--- src/rtl/ctrl_store_buf_if.sv ---
// Bus bundle between the MEM stage / ctrl_mem side and the posted-store buffer.
interface ctrl_store_buf_if;
  logic        rdy;
  logic        st_valid;
  logic [31:0] st_addr;
  logic [31:0] st_data;
  logic [2:0]  st_length;
  logic        st_ready;
  logic        ld_valid;
  logic [31:0] ld_addr;
  logic        ld_hazard;
  logic        rd_pending;
  logic        ram_busy;
  logic        ram_write;
  logic [31:0] ram_addr;
  logic [31:0] ram_data;
  logic [2:0]  ram_length;
  logic        ram_ready;
  logic        empty;

  // Pipeline / ctrl_mem side
  modport master (
    output rdy, st_valid, st_addr, st_data, st_length,
    output ld_valid, ld_addr, rd_pending, ram_busy, ram_ready,
    input  st_ready, ld_hazard, ram_write, ram_addr, ram_data, ram_length, empty
  );

  // Store buffer side
  modport slave (
    input  rdy, st_valid, st_addr, st_data, st_length,
    input  ld_valid, ld_addr, rd_pending, ram_busy, ram_ready,
    output st_ready, ld_hazard, ram_write, ram_addr, ram_data, ram_length, empty
  );
endinterface

--- src/rtl/ctrl_store_buf.sv ---
// Posted-store buffer: accepts SB/SH/SW from MEM in one cycle, drains them in
// FIFO order to ctrl_mem's write port, and flags loads that must wait for the drain.
module ctrl_store_buf #(
  parameter int unsigned DEPTH = 4,
  parameter int unsigned PTR_W = 2
) (
  input logic             clock,
  input logic             reset,
  ctrl_store_buf_if.slave bus
);

  typedef enum logic [1:0] {
    S_IDLE,
    S_ISSUE,
    S_WAIT
  } state_t;

  logic [31:0]      ent_addr [DEPTH];
  logic [31:0]      ent_data [DEPTH];
  logic [2:0]       ent_len  [DEPTH];

  logic [PTR_W-1:0] head;
  logic [PTR_W-1:0] tail;
  logic [PTR_W:0]   count;
  state_t           state;

  logic             write_q;
  logic [31:0]      addr_q;
  logic [31:0]      data_q;
  logic [2:0]       len_q;

  logic             full;
  logic             push;
  logic             pop;
  logic             is_empty;
  logic             match;
  logic             hazard;
  logic             start;
  logic [PTR_W-1:0] idx;

  // Occupancy, handshake and drain-start decisions
  always_comb begin
    full     = (count == (PTR_W+1)'(DEPTH));
    push     = bus.rdy && bus.st_valid && !full;
    pop      = bus.rdy && (state == S_WAIT) && bus.ram_ready;
    is_empty = (count == '0) && (state == S_IDLE);
    hazard   = bus.ld_valid && !is_empty &&
               ((bus.ld_addr[17:16] == 2'b11) || match);
    start    = (count != '0) && !bus.ram_busy &&
               (!bus.rd_pending || full || hazard);
  end

  // Word-granular overlap of the load against every occupied entry
  always_comb begin
    match = 1'b0;
    idx   = '0;
    for (int unsigned i = 0; i < DEPTH; i++) begin
      idx = head + PTR_W'(i);
      if (((PTR_W+1)'(i) < count) && (ent_addr[idx][31:2] == bus.ld_addr[31:2]))
        match = 1'b1;
    end
  end

  // Entry storage written at the tail on an accepted store
  always_ff @(posedge clock) begin
    if (!reset && push) begin
      ent_addr[tail] <= bus.st_addr;
      ent_data[tail] <= bus.st_data;
      ent_len[tail]  <= bus.st_length;
    end
  end

  // Pointers, occupancy and drain FSM; everything freezes while rdy is low
  always_ff @(posedge clock) begin
    if (reset) begin
      head    <= '0;
      tail    <= '0;
      count   <= '0;
      state   <= S_IDLE;
      write_q <= 1'b0;
      addr_q  <= '0;
      data_q  <= '0;
      len_q   <= '0;
    end else if (bus.rdy) begin
      if (push) tail <= tail + 1'b1;
      if (pop)  head <= head + 1'b1;
      case ({push, pop})
        2'b10:   count <= count + 1'b1;
        2'b01:   count <= count - 1'b1;
        default: count <= count;
      endcase
      case (state)
        S_IDLE: begin
          if (start) begin
            state   <= S_ISSUE;
            write_q <= 1'b1;
            addr_q  <= ent_addr[head];
            data_q  <= ent_data[head];
            len_q   <= ent_len[head];
          end
        end
        S_ISSUE: begin
          state   <= S_WAIT;
          write_q <= 1'b0;
        end
        S_WAIT: begin
          if (bus.ram_ready) state <= S_IDLE;
        end
        default: begin
          state   <= S_IDLE;
          write_q <= 1'b0;
        end
      endcase
    end
  end

  // Outputs; the write strobe is masked while rdy is low so a frozen ISSUE
  // cycle is replayed, not lost, once rdy returns
  always_comb begin
    bus.st_ready   = !full;
    bus.ld_hazard  = hazard;
    bus.ram_write  = write_q && bus.rdy;
    bus.ram_addr   = addr_q;
    bus.ram_data   = data_q;
    bus.ram_length = len_q;
    bus.empty      = is_empty;
  end

endmodule

--- src/flat_wrapper.sv ---
// flat-port wrapper written by rule: the top's interface ports become plain ports
module ctrl_store_buf_flat 
#(
  parameter int unsigned DEPTH = 4,
  parameter int unsigned PTR_W = 2
)
  (clock, reset, bus_rdy, bus_st_valid, bus_st_addr, bus_st_data, bus_st_length, bus_ld_valid, bus_ld_addr, bus_rd_pending, bus_ram_busy, bus_ram_ready, bus_st_ready, bus_ld_hazard, bus_ram_write, bus_ram_addr, bus_ram_data, bus_ram_length, bus_empty);
  ctrl_store_buf_if bus_i ();
  input logic clock;
  input logic reset;
  input wire logic [$bits(bus_i.rdy)-1:0] bus_rdy;
  input wire logic [$bits(bus_i.st_valid)-1:0] bus_st_valid;
  input wire logic [$bits(bus_i.st_addr)-1:0] bus_st_addr;
  input wire logic [$bits(bus_i.st_data)-1:0] bus_st_data;
  input wire logic [$bits(bus_i.st_length)-1:0] bus_st_length;
  input wire logic [$bits(bus_i.ld_valid)-1:0] bus_ld_valid;
  input wire logic [$bits(bus_i.ld_addr)-1:0] bus_ld_addr;
  input wire logic [$bits(bus_i.rd_pending)-1:0] bus_rd_pending;
  input wire logic [$bits(bus_i.ram_busy)-1:0] bus_ram_busy;
  input wire logic [$bits(bus_i.ram_ready)-1:0] bus_ram_ready;
  output wire logic [$bits(bus_i.st_ready)-1:0] bus_st_ready;
  output wire logic [$bits(bus_i.ld_hazard)-1:0] bus_ld_hazard;
  output wire logic [$bits(bus_i.ram_write)-1:0] bus_ram_write;
  output wire logic [$bits(bus_i.ram_addr)-1:0] bus_ram_addr;
  output wire logic [$bits(bus_i.ram_data)-1:0] bus_ram_data;
  output wire logic [$bits(bus_i.ram_length)-1:0] bus_ram_length;
  output wire logic [$bits(bus_i.empty)-1:0] bus_empty;
  assign bus_i.rdy = bus_rdy;
  assign bus_i.st_valid = bus_st_valid;
  assign bus_i.st_addr = bus_st_addr;
  assign bus_i.st_data = bus_st_data;
  assign bus_i.st_length = bus_st_length;
  assign bus_i.ld_valid = bus_ld_valid;
  assign bus_i.ld_addr = bus_ld_addr;
  assign bus_i.rd_pending = bus_rd_pending;
  assign bus_i.ram_busy = bus_ram_busy;
  assign bus_i.ram_ready = bus_ram_ready;
  assign bus_st_ready = bus_i.st_ready;
  assign bus_ld_hazard = bus_i.ld_hazard;
  assign bus_ram_write = bus_i.ram_write;
  assign bus_ram_addr = bus_i.ram_addr;
  assign bus_ram_data = bus_i.ram_data;
  assign bus_ram_length = bus_i.ram_length;
  assign bus_empty = bus_i.empty;
  ctrl_store_buf #(.DEPTH(DEPTH), .PTR_W(PTR_W)) u_core (.clock(clock), .reset(reset), .bus(bus_i));
endmodule
--- config.mk ---
export PLATFORM = sky130hd
export DESIGN_NAME = ctrl_store_buf_flat
export DESIGN_NICKNAME = d
export VERILOG_FILES = /design/src/rtl/ctrl_store_buf_if.sv /design/src/rtl/ctrl_store_buf.sv /design/src/flat_wrapper.sv
export SDC_FILE = /design/constraint.sdc
export NUM_CORES = 1
export LEC_CHECK = 0
export BUFFER_PORTS_ARGS = -buffer_cell sky130_fd_sc_hd__buf_2
export CAP_MARGIN = 5
export CORE_MARGIN = 8
export CORE_UTILIZATION = 60
export DETAILED_ROUTE_END_ITERATION = 8
export PLACE_DENSITY = 0.81
export SETUP_SLACK_MARGIN = 0.15
export SYNTH_ARGS = -nofsm -noshare
export SYNTH_HDL_FRONTEND = slang
export SYNTH_SLANG_ARGS = --single-unit
--- constraint.sdc ---
create_clock -name clock -period 4 [get_ports clock]
set_clock_uncertainty 0.15 [all_clocks]
set_input_delay 0.4 -clock clock [delete_from_list [all_inputs] [get_ports clock]]
set_output_delay 0.4 -clock clock [all_outputs]
set_load 0.02 [all_outputs]
==> run metrics <==
combinational power share=6.9%; DR vias/cell=6.20; Cell Int Power=6.25 mW; dpl hpwl=31300 um; Worst Setup End Kind=output port; Multi-input gate area=0.00735 mm2; Via Count=11600; register area=0.00964 mm2; clock latency at the later pin of the worst-skew pair=540 ps; post-DR wirelength/cell=25.6 um; setup violators final=0; top-count cell post-synth=edfxtp_1; Initial Util=60.8%; top_reg_cell synth=edfxtp_1; Clk Tree Root Cell=clkbuf_16; Min Hold Slack=88.5 ps; critical path class=reg -> out; Power Density=379 mW/mm2; Worst Tran Pin Value=772 ps; share of power burned in registers=49.5%; CTS buffer count=36; Die H=186 um; Cells after Synth=1186; switching share of power=22.0%; Synth area leaders=edfxtp_1, mux4_2, mux2i_1, dfxtp_1, nand2b_1; pre-CTS setup slack=282 ps; fill count=1758; Worst Path Required=3450 ps; CTS tree=yes; fmax=252 MHz; largest net degree at the start of global routing=92; die width=186 um; YS warnings=0; Routed Antenna Nets=0; Tcrit/Tclk final=99.0%; sequential area share after synthesis=55.4%; # clock sinks=347; Syn Area/Cell=14.7 um2; Hold Vio Cnt, Final=0; share of total power in the clock network=43.6%; synthesized cell area=0.0174 mm2; DRT Pass-1 Iters=6; htree depth=2; Mapped Nets=1302; proportion of layout cells with a drive suffix above 1=31.2%; Rows=62; P_leak=7.55 nW; biggest area consumer among synthesized cells=edfxtp_1; Post-synth EDFFs=268; min cycle time layout=3960 ps; Port Buffer Count=175; Total Wirelength=48100 um; full die area=0.0347 mm2; Post-synth ARST share=0%; GPL Wtd Cong=1.01; first-pass GRT wire length=71700 um; Worst Hold Class=in -> reg; worst-path maximum fanout=10; synthesis-to-layout area growth=21.7%; initial antenna violation count=8; Reg clk slew, reported paths=60 ps; post-layout worst setup margin=38.3 ps; DR iter-0 viols=1134; I/O pin total=178; Psw=1.76 mW; MaxCap Viol Count=0; DRC violations left=0; most used standard cells in the synthesized netlist=edfxtp_1, mux2i_1, nand2b_1; fin nets=1577; Max VDD drop=0.000444 V; status=complete, no violations; CP arrival=3410 ps; RSZ-0062 raised after global routing=true; CTS max path bufs=3; Final Max Tran Viols=0; Startpoint Class=flop; Distinct cells, synth=64; vias in the first global route=11700; #FFs+latches synth=347; Placeable Area=0.0286 mm2; GRT Total Usage=27.6%; GRT Residual Overflow=0; post-synth top area share=46.3%; Worst slew margin=48.5%
==> final cells by class <==
cell class | count | area share [%]
multi-input combinational | 737 | 34.7
tap | 384 | 2.27
antenna | 5 | 0.0591
inverter | 14 | 0.284
sequential | 347 | 45.6
clock buffer | 49 | 4.82
clock inverter | 17 | 1.02
timing repair buffer | 325 | 11.3
==> worst max-delay path, stage by stage, from the launching register on <==
cell and delay [ps]:
dfxtp_4 410, buf_12 150, buf_6 160, mux2i_1 490, xnor2_1 120, o32ai_1 460
o221ai_1 280, o32ai_4 330, o41a_4 200, nor2b_2 130, buf_4 140
==> through the flow <==
stage | cell area, um2 | setup TNS [ps] | total power [mW] | cells | util (%)
final | 21200 | 0 | 8.01 | 1878 | 73.9
after global routing | 21200 | -31.9 | 8.22 | 1877 | 73.9
after CTS | 21000 | 0 | 8.02 | 1866 | 73.5
after detailed placement | 18800 | 0 | 4.52 | 1712 | 65.5
after global placement | 18800 | 0 | 4.50 | 1712 | 65.5
after floorplan | 17400 | 0 | 4.32 | 1186 | -
==> power groups by stage <==
stage / Clock [mW] / Combinational (mW) / Sequential [mW]
after global routing: 3.67 / 0.589 / 3.97
after floorplan: 0 / 0.266 / 4.06
final: 3.49 / 0.556 / 3.96
after global placement: 0 / 0.468 / 4.04
after detailed placement: 0 / 0.478 / 4.04
after CTS: 3.51 / 0.543 / 3.96
==> final timing paths <==
| check | start | to | slack, ps | cells after the start |
|---|---|---|---|---|
| setup / recovery | u_core.head[1] | bus_ld_hazard | 40 | 10 |
| hold / removal | bus_rdy | u_core.state[0] | 90 | 3 |
| setup reg to reg | u_core.head[1] | u_core.bus.ram_data[15] | 200 | 13 |
| hold reg to reg | u_core.write_q | u_core.write_q | 300 | 2 |
==> per-layer routing <==
metal | vias to the layer above | routed length, um | GRT usage [%]
met5 | - | 52 | 0
met1 | 5903 | 19100 | 36.8
met3 | 90 | 4200 | 5.38
met4 | 8 | 1300 | 8.64
met2 | 559 | 23400 | 45.5
li1 | 5083 | - | -
==> flip-flops by register name, summed over array words and instances, names as in the netlist, named ones only <==
| name | flops |
|---|---|
| u_core.state | 2 |
| u_core.count | 3 |
| u_core.ent_len | 12 |
| u_core.ent_data | 128 |
| u_core.ent_addr | 128 |
| u_core.write_q | 1 |
| u_core.tail | 2 |
| u_core.bus.ram_length | 3 |
| u_core.bus.ram_data | 32 |
| u_core.bus.ram_addr | 32 |
| u_core.head | 2 |
==> what timing repair did <==
action                                  4_1_cts  5_1_grt
setup buffers                                19        7
cloned                                        2        0
pin swaps                                     8        9
endpoints found under the setup margin        1       38
resized for setup                            25       17
hold buffers                                 67        0
endpoints found under the hold margin       268        0
==> logic make-up (layout without fill, tap and decap cells) <==
kind of cell	after synthesis	in the layout	share of synthesized area (%)
other	0	5	0
AO/OA/AOI/OAI	99	99	4.24
AND/OR/NAND/NOR	252	252	8.28
multiplexers	277	277	22.9
XOR/XNOR	100	100	5.04
buffers and inverters	102	405	3.48
flip-flops	347	347	55.4
adder cells (fa/ha/maj)	9	9	0.647
==> placed cells by master (no fill, tap or decap), drive strengths merged, types with 4 or more instances in the layout <==
cell,netlist,routed
dfxtp,79,79
nor4,9,9
mux4,96,96
a22oi,7,7
inv,14,16
o21ai,17,17
dlygate4sd3,0,67
nand2b,135,135
clkinv,0,10
a2bb2oi,4,4
nor2b,6,6
a21oi,12,12
xor2,23,23
o221ai,4,4
nand4,16,16
mux2i,167,167
mux2,14,14
buf,46,258
diode,0,5
nand2,32,32
nor3,5,5
o2111ai,4,4
a222oi,4,4
ha,9,9
clkbuf,42,49
nand3,4,4
edfxtp,268,268
a211oi,5,5
o22ai,10,10
xnor2,77,77
bufinv,0,4
o211ai,6,6
nor2,27,27
and2,8,8
No activity file was read; power rests on OpenSTA's default activity.
